**config.mk**
```make
export PLATFORM = sky130hd
export DESIGN_NAME = mem_arbiter
export DESIGN_NICKNAME = d
export VERILOG_FILES = /design/src/rtl/mem_ctrl_pkg.sv /design/src/rtl/mem_array.sv /design/src/rtl/mem_arbiter.sv
export SDC_FILE = /design/constraint.sdc
export NUM_CORES = 1
export LEC_CHECK = 0
export CORE_MARGIN = 2
export CORE_UTILIZATION = 35
export DETAILED_ROUTE_END_ITERATION = 16
export PLACE_DENSITY = 0.51
export RECOVER_POWER = 50
export SLEW_MARGIN = 20
export SYNTH_ARGS = -nofsm -noshare
export SYNTH_HDL_FRONTEND = slang
export SYNTH_SLANG_ARGS = --single-unit
```
**constraint.sdc**
```tcl
create_clock -name clk -period 2.5 [get_ports clk]
set_input_delay 0.625 -clock clk [delete_from_list [all_inputs] [get_ports clk]]
set_output_delay 0.625 -clock clk [all_outputs]
set_load 0.02 [all_outputs]
```
**src/rtl/mem_ctrl_pkg.sv**
```systemverilog
// Shared types and default sizing for the two-port memory arbiter.
// State enum plus a helper that turns a requester id into its one-hot handshake bit.
package mem_ctrl_pkg;

  localparam int DW_DEF    = 8;
  localparam int AW_DEF    = 8;
  localparam int DEPTH_DEF = 8;

  typedef enum logic [1:0] {
    IDLE  = 2'd0,
    GRANT = 2'd1,
    RESP  = 2'd2
  } state_t;

  function automatic logic [1:0] id2oh(input logic id);
    return id ? 2'b10 : 2'b01;
  endfunction

endpackage

```
**src/rtl/mem_array.sv**
```systemverilog
// DEPTH x DW storage: synchronous write, registered read (data one edge after addr).
// No flow control; caller qualifies writes and decides when rdata is meaningful.
module mem_array #(
  parameter int DW    = 8,
  parameter int DEPTH = 8,
  parameter int MAW   = 3
) (
  input  logic           clk,
  input  logic           we,
  input  logic [MAW-1:0] addr,
  input  logic [DW-1:0]  wdata,
  output logic [DW-1:0]  rdata
);

  logic [DW-1:0] mem [DEPTH];

  always_ff @(posedge clk) begin
    if (we) begin
      mem[addr] <= wdata;
    end
    rdata <= mem[addr];
  end

endmodule

```
**src/rtl/mem_arbiter.sv**
```systemverilog
// Round-robin arbiter for two requesters sharing one mem_array; one access per 3 cycles.
// Latency: req seen at edge N -> gnt in cycle N+1 -> ack in cycle N+2; losers just hold req.
module mem_arbiter
  import mem_ctrl_pkg::*;
#(
  parameter int DW    = DW_DEF,
  parameter int AW    = AW_DEF,
  parameter int DEPTH = DEPTH_DEF
) (
  input  logic            clk,
  input  logic            rst,
  input  logic [1:0]      req,
  input  logic [1:0]      we,
  input  logic [2*AW-1:0] addr,
  input  logic [2*DW-1:0] wdata,
  output logic [1:0]      gnt,
  output logic [1:0]      ack,
  output logic [DW-1:0]   rdata,
  output logic [1:0]      err,
  output logic            busy
);

  localparam int MAW = (DEPTH > 1) ? $clog2(DEPTH) : 1;

  state_t          state, state_nxt;
  logic            last;
  logic            win_id;
  logic            win_q;
  logic            we_q;
  logic [AW-1:0]   addr_q;
  logic [DW-1:0]   wdata_q;
  logic [DW-1:0]   rdata_hold;
  logic [DW-1:0]   mem_rdata;
  logic            in_range;
  logic            mem_we;

  // On a tie the requester not served last wins; otherwise the lone requester.
  assign win_id = (req == 2'b11) ? ~last : req[1];

  // Full address width is compared so high bits can never alias into the array.
  assign in_range = (32'(addr_q) < DEPTH);

  assign mem_we = (state == GRANT) && we_q && in_range && !rst;

  always_ff @(posedge clk) begin
    if (rst) begin
      state <= IDLE;
    end else begin
      state <= state_nxt;
    end
  end

  always_comb begin
    state_nxt = state;
    gnt       = 2'b00;
    ack       = 2'b00;
    err       = 2'b00;
    busy      = 1'b1;
    rdata     = rdata_hold;
    unique case (state)
      IDLE: begin
        busy = 1'b0;
        if (|req) begin
          state_nxt = GRANT;
        end
      end
      GRANT: begin
        gnt       = id2oh(win_q);
        state_nxt = RESP;
      end
      RESP: begin
        // A reset arriving in this cycle withdraws the completion.
        ack       = rst ? 2'b00 : id2oh(win_q);
        err       = (rst || in_range) ? 2'b00 : id2oh(win_q);
        state_nxt = IDLE;
        if (!in_range) begin
          rdata = '0;
        end else if (!we_q) begin
          rdata = mem_rdata;
        end
      end
      default: state_nxt = IDLE;
    endcase
  end

  always_ff @(posedge clk) begin
    if (rst) begin
      last <= 1'b1;
    end else if (state == IDLE && |req) begin
      win_q   <= win_id;
      last    <= win_id;
      we_q    <= we[win_id];
      addr_q  <= win_id ? addr[2*AW-1:AW] : addr[AW-1:0];
      wdata_q <= win_id ? wdata[2*DW-1:DW] : wdata[DW-1:0];
    end
  end

  always_ff @(posedge clk) begin
    if (rst) begin
      rdata_hold <= '0;
    end else if (state == RESP) begin
      rdata_hold <= rdata;
    end
  end

  mem_array #(
    .DW    (DW),
    .DEPTH (DEPTH),
    .MAW   (MAW)
  ) u_mem (
    .clk   (clk),
    .we    (mem_we),
    .addr  (addr_q[MAW-1:0]),
    .wdata (wdata_q),
    .rdata (mem_rdata)
  );

endmodule

```
After elaboration in Yosys (flattened, before gate mapping)
Memories as Yosys holds them, arrays and structs flattened. A register that Yosys moved wholly into a read port is not among the register bits.
Index checks and enable logic that the tools add are counted.
{"block": "classes", "order_cmp": 2, "n_eq_ne": 4, "muxes": 19, "bitwise_logic": 2, "reduce_logical": 9}
{"operator": "$mux W8", "n": 5}
{"operator": "$mux W2", "n": 7}
{"operator": "$lt A8 B4 Y1 const B", "n": 1}
{"operator": "$mux W1", "n": 6}
{"operator": "$eq A2 B2 Y1 const B", "n": 2}
{"operator": "$logic_and A1 B1 Y1", "n": 4}
{"operator": "$pmux W2 S2", "n": 1}
{"operator": "$eq A2 B1 Y1 const B", "n": 1}
{"operator": "$logic_not A2 Y1", "n": 1}
{"operator": "$lt A1 B2 Y1 const B", "n": 1}
{"operator": "$ne A2 B2 Y1 const B", "n": 1}
{"operator": "$not A1 Y1", "n": 2}
{"operator": "$reduce_and A2 Y1", "n": 1}
{"operator": "$reduce_or A2 Y1", "n": 1}
{"operator": "$logic_not A1 Y1", "n": 1}
{"operator": "$logic_or A1 B1 Y1", "n": 1}
{"block": "totals", "register_bits": 29, "ramBits": 64, "out_inout_bits": 15, "word_cells": 44, "mem_count": 1}
{"memory": "u_mem.mem", "depth": 8, "word_bits": 8, "read_ports": 1, "rd_ports_with_merged_regs": 1, "wr": 1, "line_no": "mem_array.sv:15", "source": "logic [DW-1:0] mem [DEPTH];"}

Depth between registers and ports, before layout
Gate-level depths: netlist (run 1).
{"block": "depth", "word_depth": 6, "mapped_depth": 6}

By module
From an unflattened synthesis (run 1), not the netlist that was laid out.
{"block": "unflattened", "hier_cells": 241, "area_unflattened_um2": 4139.0}
{"mod": "mem_array", "n_inst": 1, "cells_per_inst": 129, "area_per_inst_um2": 2715.1}
{"mod": "mem_arbiter", "n_inst": 1, "cells_per_inst": 112, "area_per_inst_um2": 1423.9}

Worst setup path after synthesis (run 1)
No wires, ideal clock.
{"block": "synth_path", "path_kind": "input port to output port", "startpoint": "input port rst", "endpoint": "output port err[1]", "t_arrival_ns": 1.761, "required_time_ns": 1.875, "slack_ns": 0.114, "stages": 3, "path_cell_list": "clkbuf_1 -> nor3b_1 -> nor2b_1"}
{"block": "synth_via", "elab_chain_len": 3}
{"item": "from (decl)", "line_no": "mem_arbiter.sv:11", "source": "input logic rst,"}
{"item": "$logic_or A1 B1 Y1", "line_no": "mem_arbiter.sv:74", "source": "err = (rst || in_range) ? 2'b00 : id2oh(win_q);"}
{"item": "$mux W2", "line_no": "mem_arbiter.sv:74"}
{"item": "$mux W2", "line_no": "mem_arbiter.sv:60", "source": "unique case (state)"}
{"item": "to (decl)", "line_no": "mem_arbiter.sv:19", "source": "output logic [1:0] err,"}
Every way passes these cells.

Final worst setup path (run 1)
{"block": "layout_path", "startpoint": "input port rst", "endpoint": "output port ack[0]"}
{"block": "layout_via", "elab_chain_len": 2}
{"item": "$mux W2", "line_no": "mem_arbiter.sv:73", "source": "ack = rst ? 2'b00 : id2oh(win_q);"}
{"item": "$mux W2", "line_no": "mem_arbiter.sv:60"}
{"item": "to (decl)", "line_no": "mem_arbiter.sv:17", "source": "output logic [1:0] ack,"}
Every way passes these cells.

==> metrics.yaml, run 1 <==
status: "complete, but fails checks"
violations: "setup timing"
timing.rr.start: "addr_q[7]$_DFFE_PP_"
die_area_um2: 12600
drive_gt1_share_pct: 25.1
netlist_area_um2: 4100
yosysTopAreaCell: "edfxtp_1"
worstSetupPathType: "in2out"
placed_area_um2: 4990
syn_area_per_cell_um2: 15.4
async_reset_ff_share_pct: 0
grt_max_degree: 22
place.gp.congestion: 0.741
relSlewSlack_pct: 39.8
drc: 0
clkTransAtPathRegs_ns: 0.06
leakage_nw: 1.87
yosys_warnings: 0
area_growth_pct: 28.8
wl_per_cell_um: 16.9
slew_violations: 0
hold_buffers: 0
ys_ff_latch: 101
cp-end-kind: "primary output"
fin_util_pct: 46.2
cp_num_buf_inv: 3
maxCapViolations: 0
fin_crit_sh_pct: 102
startpoint_type: "input pin"
pin_count: 53
place_hpwl_mm: 5.87
critPathSlowestCell: "dlygate4sd3_1"
first_iter_violations: 108
ant_nets: 0
final_area_um2: 5280
dp_cells: 482
cpLargestDelayFamily: "buffers and inverters"
core_um2: 11400
drt-total-wl_mm: 8.40
final_cells: 498
grt_pass1_wl_mm: 13.4
synth_top_area_share_pct: 60.1
worstPathCellList: "dlygate4sd3_1 > nor3_1 > buf_4 > dlygate4sd2_1"
crit_required_ns: 1.88
worstPathArrival_ns: 1.91
cts_buffers: 9
multi_input_area_um2: 1150
clockBufferDepth: 2
syn_nets: 304
clock_skew_ns: 0.00800
powerDensity_nw_per_um2: 673
cts_tree: "built"
min_from: "rdata_hold[7]$_SDFFE_PP0P_"
cpPeakStageDelay_ns: 0.59
ff2ff_path_depth: 5
final_cell_mix: "edfxtp_1, clkdlybuf4s50_1, buf_4"
via_per_inst: 4.92
antenna_cells: 0
grt-ovfl-total: 0
ir_worst_vdd_v: 0.000447
fin_tns_setup_ns: -0.262
routed-via-count: 2450
synth_edf_count: 82
rsz0062_at_grt: "yes"
die_h_um: 112
start_util_pct: 35.9
layout_commonest_cell: "edfxtp_1"
worstMarginPinSlew_ns: 0.902
finalHoldViolCount: 0
seq_area_frac_synth_pct: 69.4
cts.sinks: 101
drt-pass1-iter-count: 4
finalSetupViolCount: 9
synthFlopType: "edfxtp_1"
regToRegSetupSlack_ns: 0.58
hold_end: "rdata_hold[7]$_SDFFE_PP0P_"
antenna_found_initial: 0
dpl_worst_slack_ns: -0.266
rows: 39
grt_pass1_vias: 2427
cts_setup_buffers: 0
min_path_cells: 2
root_buffer: "clkbuf_16"
portBuffers: 52
period_needed_ns: 2.54
synth_cells: 266
track_usage_pct: 14.1
fp.dieW_um: 112
synth_area_leaders: "edfxtp_1, dfxtp_1, mux2_2"
clk_latency_ns: 0.34
worstPathMaxFanout: 4
reg2reg_to: "u_mem.mem[1][5]$_DFFE_PP_"
nFillCells: 1038
nets: 388
seq_area_um2: 2840
synth_cell_types: 39
hold_path_class: "reg2reg"
htreeDepth: 3
max_freq_ghz: 0.394
layout_setup_ws_ns: -0.0395
==> per-stage QoR <==
| stage | hold slack (ns) | power (W) |
|---|---|---|
| CTS | 0.488 | 0.00360 |
| detailed placement | 0.479 | 0.00223 |
| global route | 0.508 | 0.00369 |
| global placement | 0.464 | 0.00223 |
| finish | 0.485 | 0.00355 |
| floorplan | 0.454 | 0.00208 |
==> cell usage after synthesis (all sizes together) (3+ instances only) <==
master and instances:
or4 3, nor3 5, nor2b 3, o21ai 4
mux4 8, clkbuf 5, o32ai 8, nor3b 4
dfxtp 19, mux2 20, nand3b 5, a21oi 6
mux2i 7, edfxtp 82, inv 11, nor2 12
buf 9, a22o 8, and3b 3, nand2b 10
nand2 15
==> timing repair <==
item / CTS / global route
setup endpoints to repair: 12 / 8
resized for setup: 60 / 1
pin swaps: 10 / 0
==> cell type report <==
cell class,count,area share [%]
Clock inverter,7,1.38
Tap cell,143,3.39
Timing Repair Buffer,87,14.5
Multi-Input combinational cell,140,21.8
Sequential cell,101,53.9
Clock buffer,9,4.27
Inverter,11,0.783
==> worst max path at each step <==
stage,start,end,depth (start not counted)
floorplan,rst,err[1],3
global placement,rst,err[0],4
detailed placement,rst,err[1],4
CTS,addr_q[4]$_DFFE_PP_,rdata[7],5
global route,addr_q[4]$_DFFE_PP_,rdata[7],5
finish,rst,ack[0],4
==> cells by family (layout without fill, tap and decap cells) <==
family                 Yosys count  in the layout  share of synthesized area (%)
and+or+nand+nor                 71             71                           10.1
DFF                            101            101                           69.4
buffers and inverters           25            114                           2.60
AOI/OAI and AO/OA               34             34                           6.26
muxes                           35             35                           11.6
==> per-layer routing <==
metal  part of all wire [%]  track usage (%)
met1                     47             19.2
met2                     48             22.0
met3                    3.4             3.67
met4                    2.0             4.80
met5                      0                0
==> worst register-to-register path: cells and delay by family (launching register included) <==
| family | cells | cell delay (ns) |
|---|---|---|
| flops | 1 | 0.39 |
| buf+inv | 2 | 0.45 |
| simple gates | 3 | 0.79 |
==> power breakdown <==
part / switching [W] / total (W) / internal [W]
clock network: 0.000593 / 0.00137 / 0.000779
registers: 0.0000558 / 0.00192 / 0.00187
logic: 0.000108 / 0.000256 / 0.000148
total: 0.000757 / 0.00355 / 0.00280
==> state kept, by name, indices dropped and copies added (netlist names) <==
name and count:
u_mem.mem 64, addr_q 8, rdata_hold 8, u_mem.rdata 8, wdata_q 8, state 2, last 1, we_q 1
win_q 1
(Power assumes the default switching activity.)
==> inputs of run 2 (changes only) <==
- CORE_UTILIZATION: 35 -> 55
- PLACE_DENSITY: 0.51 -> 0.75
- clock period: 2.5 -> 2.8 ns (I/O delays scaled with it)
==> run 2 against run 1 <==
The flow now finishes without violations; die area shrank 35%; non-clock buffer count shrank 9; clock-buffer cell count is the same; combinational power shrank 15%; via count shrank 0.24%; power shrank 23%; critical path depth grew 2; critical endpoint is now rdata[0].
==> metrics.yaml, run 2 (synthesis gave the netlist of run 1 again) <==
status: "finished, final reports clean"
nFillCells: 541  # -48%
crit_path_start: "addr_q[6]$_DFFE_PP_"
antenna_cells: 0  # unchanged
core_um2: 7210  # -37%
finalHoldViolCount: 0  # unchanged
clk_latency_ns: 0.36  # +0.02 ns
drive_gt1_share_pct: 22.0  # -3.1 points
area_growth_pct: 22.0
worstPathMaxFanout: 7  # +3
die_area_um2: 8150  # -35%
path_common_cell: "buf_4"
crit_required_ns: 2.10  # +0.22 ns
routed-via-count: 2444  # -0.24%
wl_per_cell_um: 17.2  # +2.0%
startpoint_type: "register"
fin_tns_setup_ns: 0  # +0.262 ns
clockBufferDepth: 2  # unchanged
die_h_um: 90.3  # -20%
drt-pass1-iter-count: 4  # unchanged
cts.sinks: 101  # unchanged
drt-total-wl_mm: 7.65  # -8.9%
via_per_inst: 5.49  # +12%
clkTransAtPathRegs_ns: 0.09  # +0.03 ns
place_hpwl_mm: 5.37  # -8.5%
htreeDepth: 3  # unchanged
rows: 31  # -21%
cts_tree: "built"
clock_skew_ns: 0.00744  # -0.000553 ns
pin_count: 53  # unchanged
relSlewSlack_pct: 30.9  # -8.9 points
leakage_nw: 1.78  # -4.7%
layout_commonest_cell: "edfxtp_1"
grt-ovfl-total: 0  # unchanged
ant_nets: 0  # unchanged
fin_crit_sh_pct: 97.5
hold_buffers: 0  # unchanged
finalSetupViolCount: 0  # -9
max_freq_ghz: 0.366
cts_buffers: 9  # unchanged
grt_pass1_wl_mm: 12.2  # -9.4%
critPathSlowestCell: "or4_4"
start_util_pct: 56.8  # +21 points
min_from: "rdata_hold[2]$_SDFFE_PP0P_"
track_usage_pct: 19.8  # +5.7 points
worstSetupPathType: "reg2out"
final_area_um2: 5000  # -5.3%
worstPathArrival_ns: 2.03  # +0.12 ns
final_cell_mix: "edfxtp_1, clkdlybuf4s50_1, buf_4"
grt_pass1_vias: 2458  # +1.3%
maxCapViolations: 0  # unchanged
cp-end-kind: "primary output"
placed_area_um2: 4860  # -2.8%
slew_violations: 0  # unchanged
timing.rr.start: "addr_q[7]$_DFFE_PP_"
period_needed_ns: 2.73
nets: 379  # -2.3%
antenna_found_initial: 0  # unchanged
ir_worst_vdd_v: 0.000408  # -8.6%
fp.dieW_um: 90.3  # -20%
place.gp.congestion: 0.770  # +3.9%
regMostFlops: "u_mem.mem"
largest_reg_flops: 64  # unchanged
cpPeakStageDelay_ns: 0.59  # about the same
worstMarginPinSlew_ns: 1.04  # +0.134 ns
hold_slack_ns: 0.482  # -0.00346 ns
root_buffer: "clkbuf_8"
first_iter_violations: 158  # +46%
portBuffers: 52  # unchanged
worstPathCellList: "or4_4 > nor4_4 > buf_6 > buf_4 > a22o_1 > buf_4"
powerDensity_nw_per_um2: 550  # -18%
fin_util_pct: 69.3  # +23 points
grt_max_degree: 27  # +23%
hold_path_class: "reg2reg"
drc: 0  # unchanged
run 2: report_power, final:
part           switching [W]  leakage, nW  internal, W  total, W
clock               0.000487       0.0870     0.000328  0.000816
combinational      0.0000905        0.793     0.000127  0.000218
sequential         0.0000502        0.901      0.00167   0.00172
total               0.000628         1.78      0.00212   0.00275
run 2: final timing paths:
check | endpoint | slack [ns] | depth (start not counted)
worst min-delay path | rdata_hold[2]$_SDFFE_PP0P_ | 0.48 | 2
worst max register to register | u_mem.mem[0][1]$_DFFE_PP_ | 0.60 | 6
worst max-delay path | rdata[0] | 0.07 | 6
worst min register to register | rdata_hold[2]$_SDFFE_PP0P_ | 0.48 | 2
run 2: routing by layer:
metal  GRT usage (%)  wire, um  up-vias  share of wire [%]
met2            34.7      3860       87                 50
met5               0         0        -                  0
met4            8.97       189        0                2.5
li1                -         -     1177                  -
met1            23.8      3080     1165                 40
met3            3.76       523       15                6.8
run 2: metrics by stage:
| step | cells | power [W] | setup slack (ns) |
|---|---|---|---|
| floorplan | 266 | 0.00186 | 0.264 |
| global placement | 427 | 0.00197 | -0.0468 |
| detailed placement | 427 | 0.00197 | -0.115 |
| CTS | 444 | 0.00277 | -0.0570 |
| global route | 445 | 0.00285 | -0.00644 |
| finish | 445 | 0.00275 | 0.0694 |
run 2: final cells by class:
class | count | area (um2) | area share, %
Clock inverter | 7 | 48.8 | 0.976
Tap cell | 99 | 124 | 2.48
Timing Repair Buffer | 78 | 672 | 13.4
Multi-Input combinational cell | 140 | 1140 | 22.9
Clock buffer | 9 | 124 | 2.48
Sequential cell | 101 | 2840 | 56.9
Inverter | 11 | 41.3 | 0.826
run 2: critical path, delay by kind of cell (launching register included):
family	cells	cell delay, ns
AO/OA/AOI/OAI	1	0.12
buffers and inverters	3	0.40
AND/OR/NAND/NOR	2	0.75
flip-flops	1	0.40
run 2: what timing repair did:
action / CTS / global route
pin swaps: 0 / 3
setup endpoints to repair: 11 / 9
buffers inserted: 1 / 1
resized for setup: 36 / 5
==> inputs of run 3 (changes only) <==
- CORE_ASPECT_RATIO: not set -> 1.5
- CORE_UTILIZATION: 55 -> 45
- PLACE_DENSITY: 0.75 -> 0.63
- clock period: 2.8 -> 3.2 ns (I/O delays scaled with it)
==> run 3 against run 2 <==
Power shrank 2.5%; global-route usage fell by 3.4 points; highest routed layer unchanged; cell count grew 1.3%; largest cell class unchanged.
==> metrics.yaml, run 3 (synthesis gave the netlist of run 1 again) <==
status: "finished, final reports clean"
portBuffers: 52  # unchanged
ir_worst_vdd_v: 0.000405  # -0.83%
use_met1_pct: 18.6  # -5.2 points
core_um2: 8830  # +22%
drc: 0  # unchanged
dpl_worst_slack_ns: 0.128  # +0.244 ns
cts_buffers: 9  # unchanged
grt_pass1_vias: 2337  # -4.9%
track_usage_pct: 16.4  # -3.4 points
pin_count: 53  # unchanged
internal-power_w: 0.00214  # +0.86%
p_seq_share_pct: 56.1  # -6.3 points
p_sw_share_pct: 20.1  # -2.7 points
combPwrFrac_pct: 6.9  # -1.0 points
clock_skew_ns: 0.00723  # -0.000211 ns
hold_buffers: 0  # unchanged
root_buffer: "clkbuf_16"
wl_per_cell_um: 16.6  # -3.2%
top_usage_layer: "met2"
rows: 42  # +35%
finalSetupViolCount: 0  # unchanged
maxCapViolations: 0  # unchanged
nets: 374  # -1.3%
via_per_inst: 5.33  # -2.9%
max_freq_ghz: 0.327
powerDensity_nw_per_um2: 526  # -4.5%
antenna_found_initial: 0  # unchanged
drive_gt1_share_pct: 18.2  # -3.8 points
place.gp.congestion: 0.741  # -3.7%
cp_num_buf_inv: 2  # -1
grt-ovfl-total: 0  # unchanged
grt_pass1_wl_mm: 11.7  # -3.9%
relSlewSlack_pct: 41.2  # +10 points
rsz0062_at_grt: "no"
largest_reg_flops: 64  # unchanged
grt_max_degree: 24  # -11%
antenna_cells: 0  # unchanged
critPathSlowestCell: "clkdlybuf4s50_1"
clk_latency_ns: 0.33  # -0.03 ns
cpLargestDelayFamily: "buffers and inverters"
nFillCells: 735  # +36%
start_util_pct: 46.4  # -10 points
cpPeakStageDelay_ns: 0.60  # about the same
worstMarginPinSlew_ns: 0.882  # -0.154 ns
regMostFlops: "u_mem.mem"
path_common_cell: "clkdlybuf4s50_1"
period_needed_ns: 3.06
routed-via-count: 2404  # -1.6%
layout_setup_ws_ns: 0.140  # +0.0702 ns
ant_nets: 0  # unchanged
hold_path_class: "reg2reg"
fin_tns_setup_ns: 0  # unchanged
worstSetupPathType: "in2out"
clockBufferDepth: 2  # unchanged
worstPathArrival_ns: 2.26  # +0.23 ns
grtUsageMet3_pct: 3.87  # +0.11 points
place_hpwl_mm: 5.30  # -1.2%
clkTransAtPathRegs_ns: 0.06  # -0.03 ns
die_h_um: 121  # +34%
p_sw_w: 0.000540  # -14%
cts_tree: "built"
final_cell_mix: "edfxtp_1, clkdlybuf4s50_1, mux2_2"
finalHoldViolCount: 0  # unchanged
layout_commonest_cell: "edfxtp_1"
drt-pass1-iter-count: 4  # unchanged
first_iter_violations: 151  # -4.4%
startpoint_type: "input pin"
fp.dieW_um: 81.9  # -9.3%
use_met2_pct: 28.9  # -5.8 points
p_clk_share_pct: 37.0  # +7.4 points
crit_required_ns: 2.40  # +0.30 ns
worstPathCellList: "clkdlybuf4s50_1 > nor3_1 > nor2b_1 > clkdlybuf4s50_1"
leakage_nw: 1.79  # +0.74%
fin_crit_sh_pct: 95.6
slew_violations: 0  # unchanged
worstPathMaxFanout: 3  # -4
drt-total-wl_mm: 7.51  # -1.9%
htreeDepth: 3  # unchanged
die_area_um2: 9900  # +21%
area_growth_pct: 24.5
cp-end-kind: "primary output"
regToRegSetupSlack_ns: 1.08  # +0.48 ns
cts.sinks: 101  # unchanged
-- run 3: cell types whose count changed in the layout (fill, tap and decap cells not counted), moves of 2 or more --
cell             before  now
clkbuf_16             0    9
clkbuf_8              9    2
buf_2                 6    0
dlygate4sd2_1         3    8
clkdlybuf4s50_1      39   43
buf_4                21   18
buf_6                 2    0
clkbuf_1              4    6
clkinv_1              2    0
inv_6                 2    0
-- run 3: through the flow --
| step | cell area, um2 | std cells | power [W] | hold slack (ns) | utilization [%] |
|---|---|---|---|---|---|
| after detailed placement | 4850 | 435 | 0.00172 | 0.468 | 54.9 |
| after floorplan | 4100 | 266 | 0.00163 | 0.454 | - |
| after global routing | 5100 | 451 | 0.00278 | 0.505 | 57.8 |
| after CTS | 5110 | 451 | 0.00272 | 0.478 | 57.9 |
| final | 5100 | 451 | 0.00268 | 0.477 | 57.8 |
| after global placement | 4850 | 435 | 0.00172 | 0.463 | 54.9 |
-- run 3: metal layers --
layer / up-vias / wire, um / part of all wire [%]
li1: 1162 / - / -
met5: - / 0 / 0
met4: 0 / 83 / 1.1
met3: 6 / 318 / 4.2
met1: 1180 / 2930 / 39
met2: 56 / 4170 / 56
-- run 3: power by group through the flow --
| stage | clock network, W | registers (W) | logic (W) |
|---|---|---|---|
| final | 0.000992 | 0.00150 | 0.000185 |
| after global routing | 0.00107 | 0.00151 | 0.000203 |
| after CTS | 0.00102 | 0.00151 | 0.000191 |
| after detailed placement | 0 | 0.00153 | 0.000190 |
| after global placement | 0 | 0.00153 | 0.000187 |
| after floorplan | 0 | 0.00151 | 0.000121 |
-- run 3: area by class of cell --
type	count	area, um2	share of cell area, %
Multi-Input combinational cell	140	1140	22.4
Clock buffer	15	268	5.25
Inverter	11	41.3	0.810
Sequential cell	101	2840	55.8
Tap cell	110	138	2.70
Timing Repair Buffer	73	658	12.9
Clock inverter	1	7.51	0.147
-- run 3: path summary, 6_finish.rpt --
path,start,end,cells past startpoint
worst max-delay path,rst,err[0],4
worst min-delay path,rdata_hold[1]$_SDFFE_PP0P_,rdata_hold[1]$_SDFFE_PP0P_,2
worst max register to register,addr_q[0]$_DFFE_PP_,u_mem.rdata[6]$_DFF_P_,4
worst min register to register,rdata_hold[1]$_SDFFE_PP0P_,rdata_hold[1]$_SDFFE_PP0P_,2
-- run 3: worst reg2reg max path, stage by stage (launching register included) --
cell	delay (ns)
edfxtp_1	0.77
clkbuf_1	0.51
mux4_2	0.58
nand2_1	0.09
nand2_1	0.06
-- run 3: repair_timing --
action,CTS,global route
setup buffers,0,0
resized for setup,8,0
setup endpoints to repair,8,0
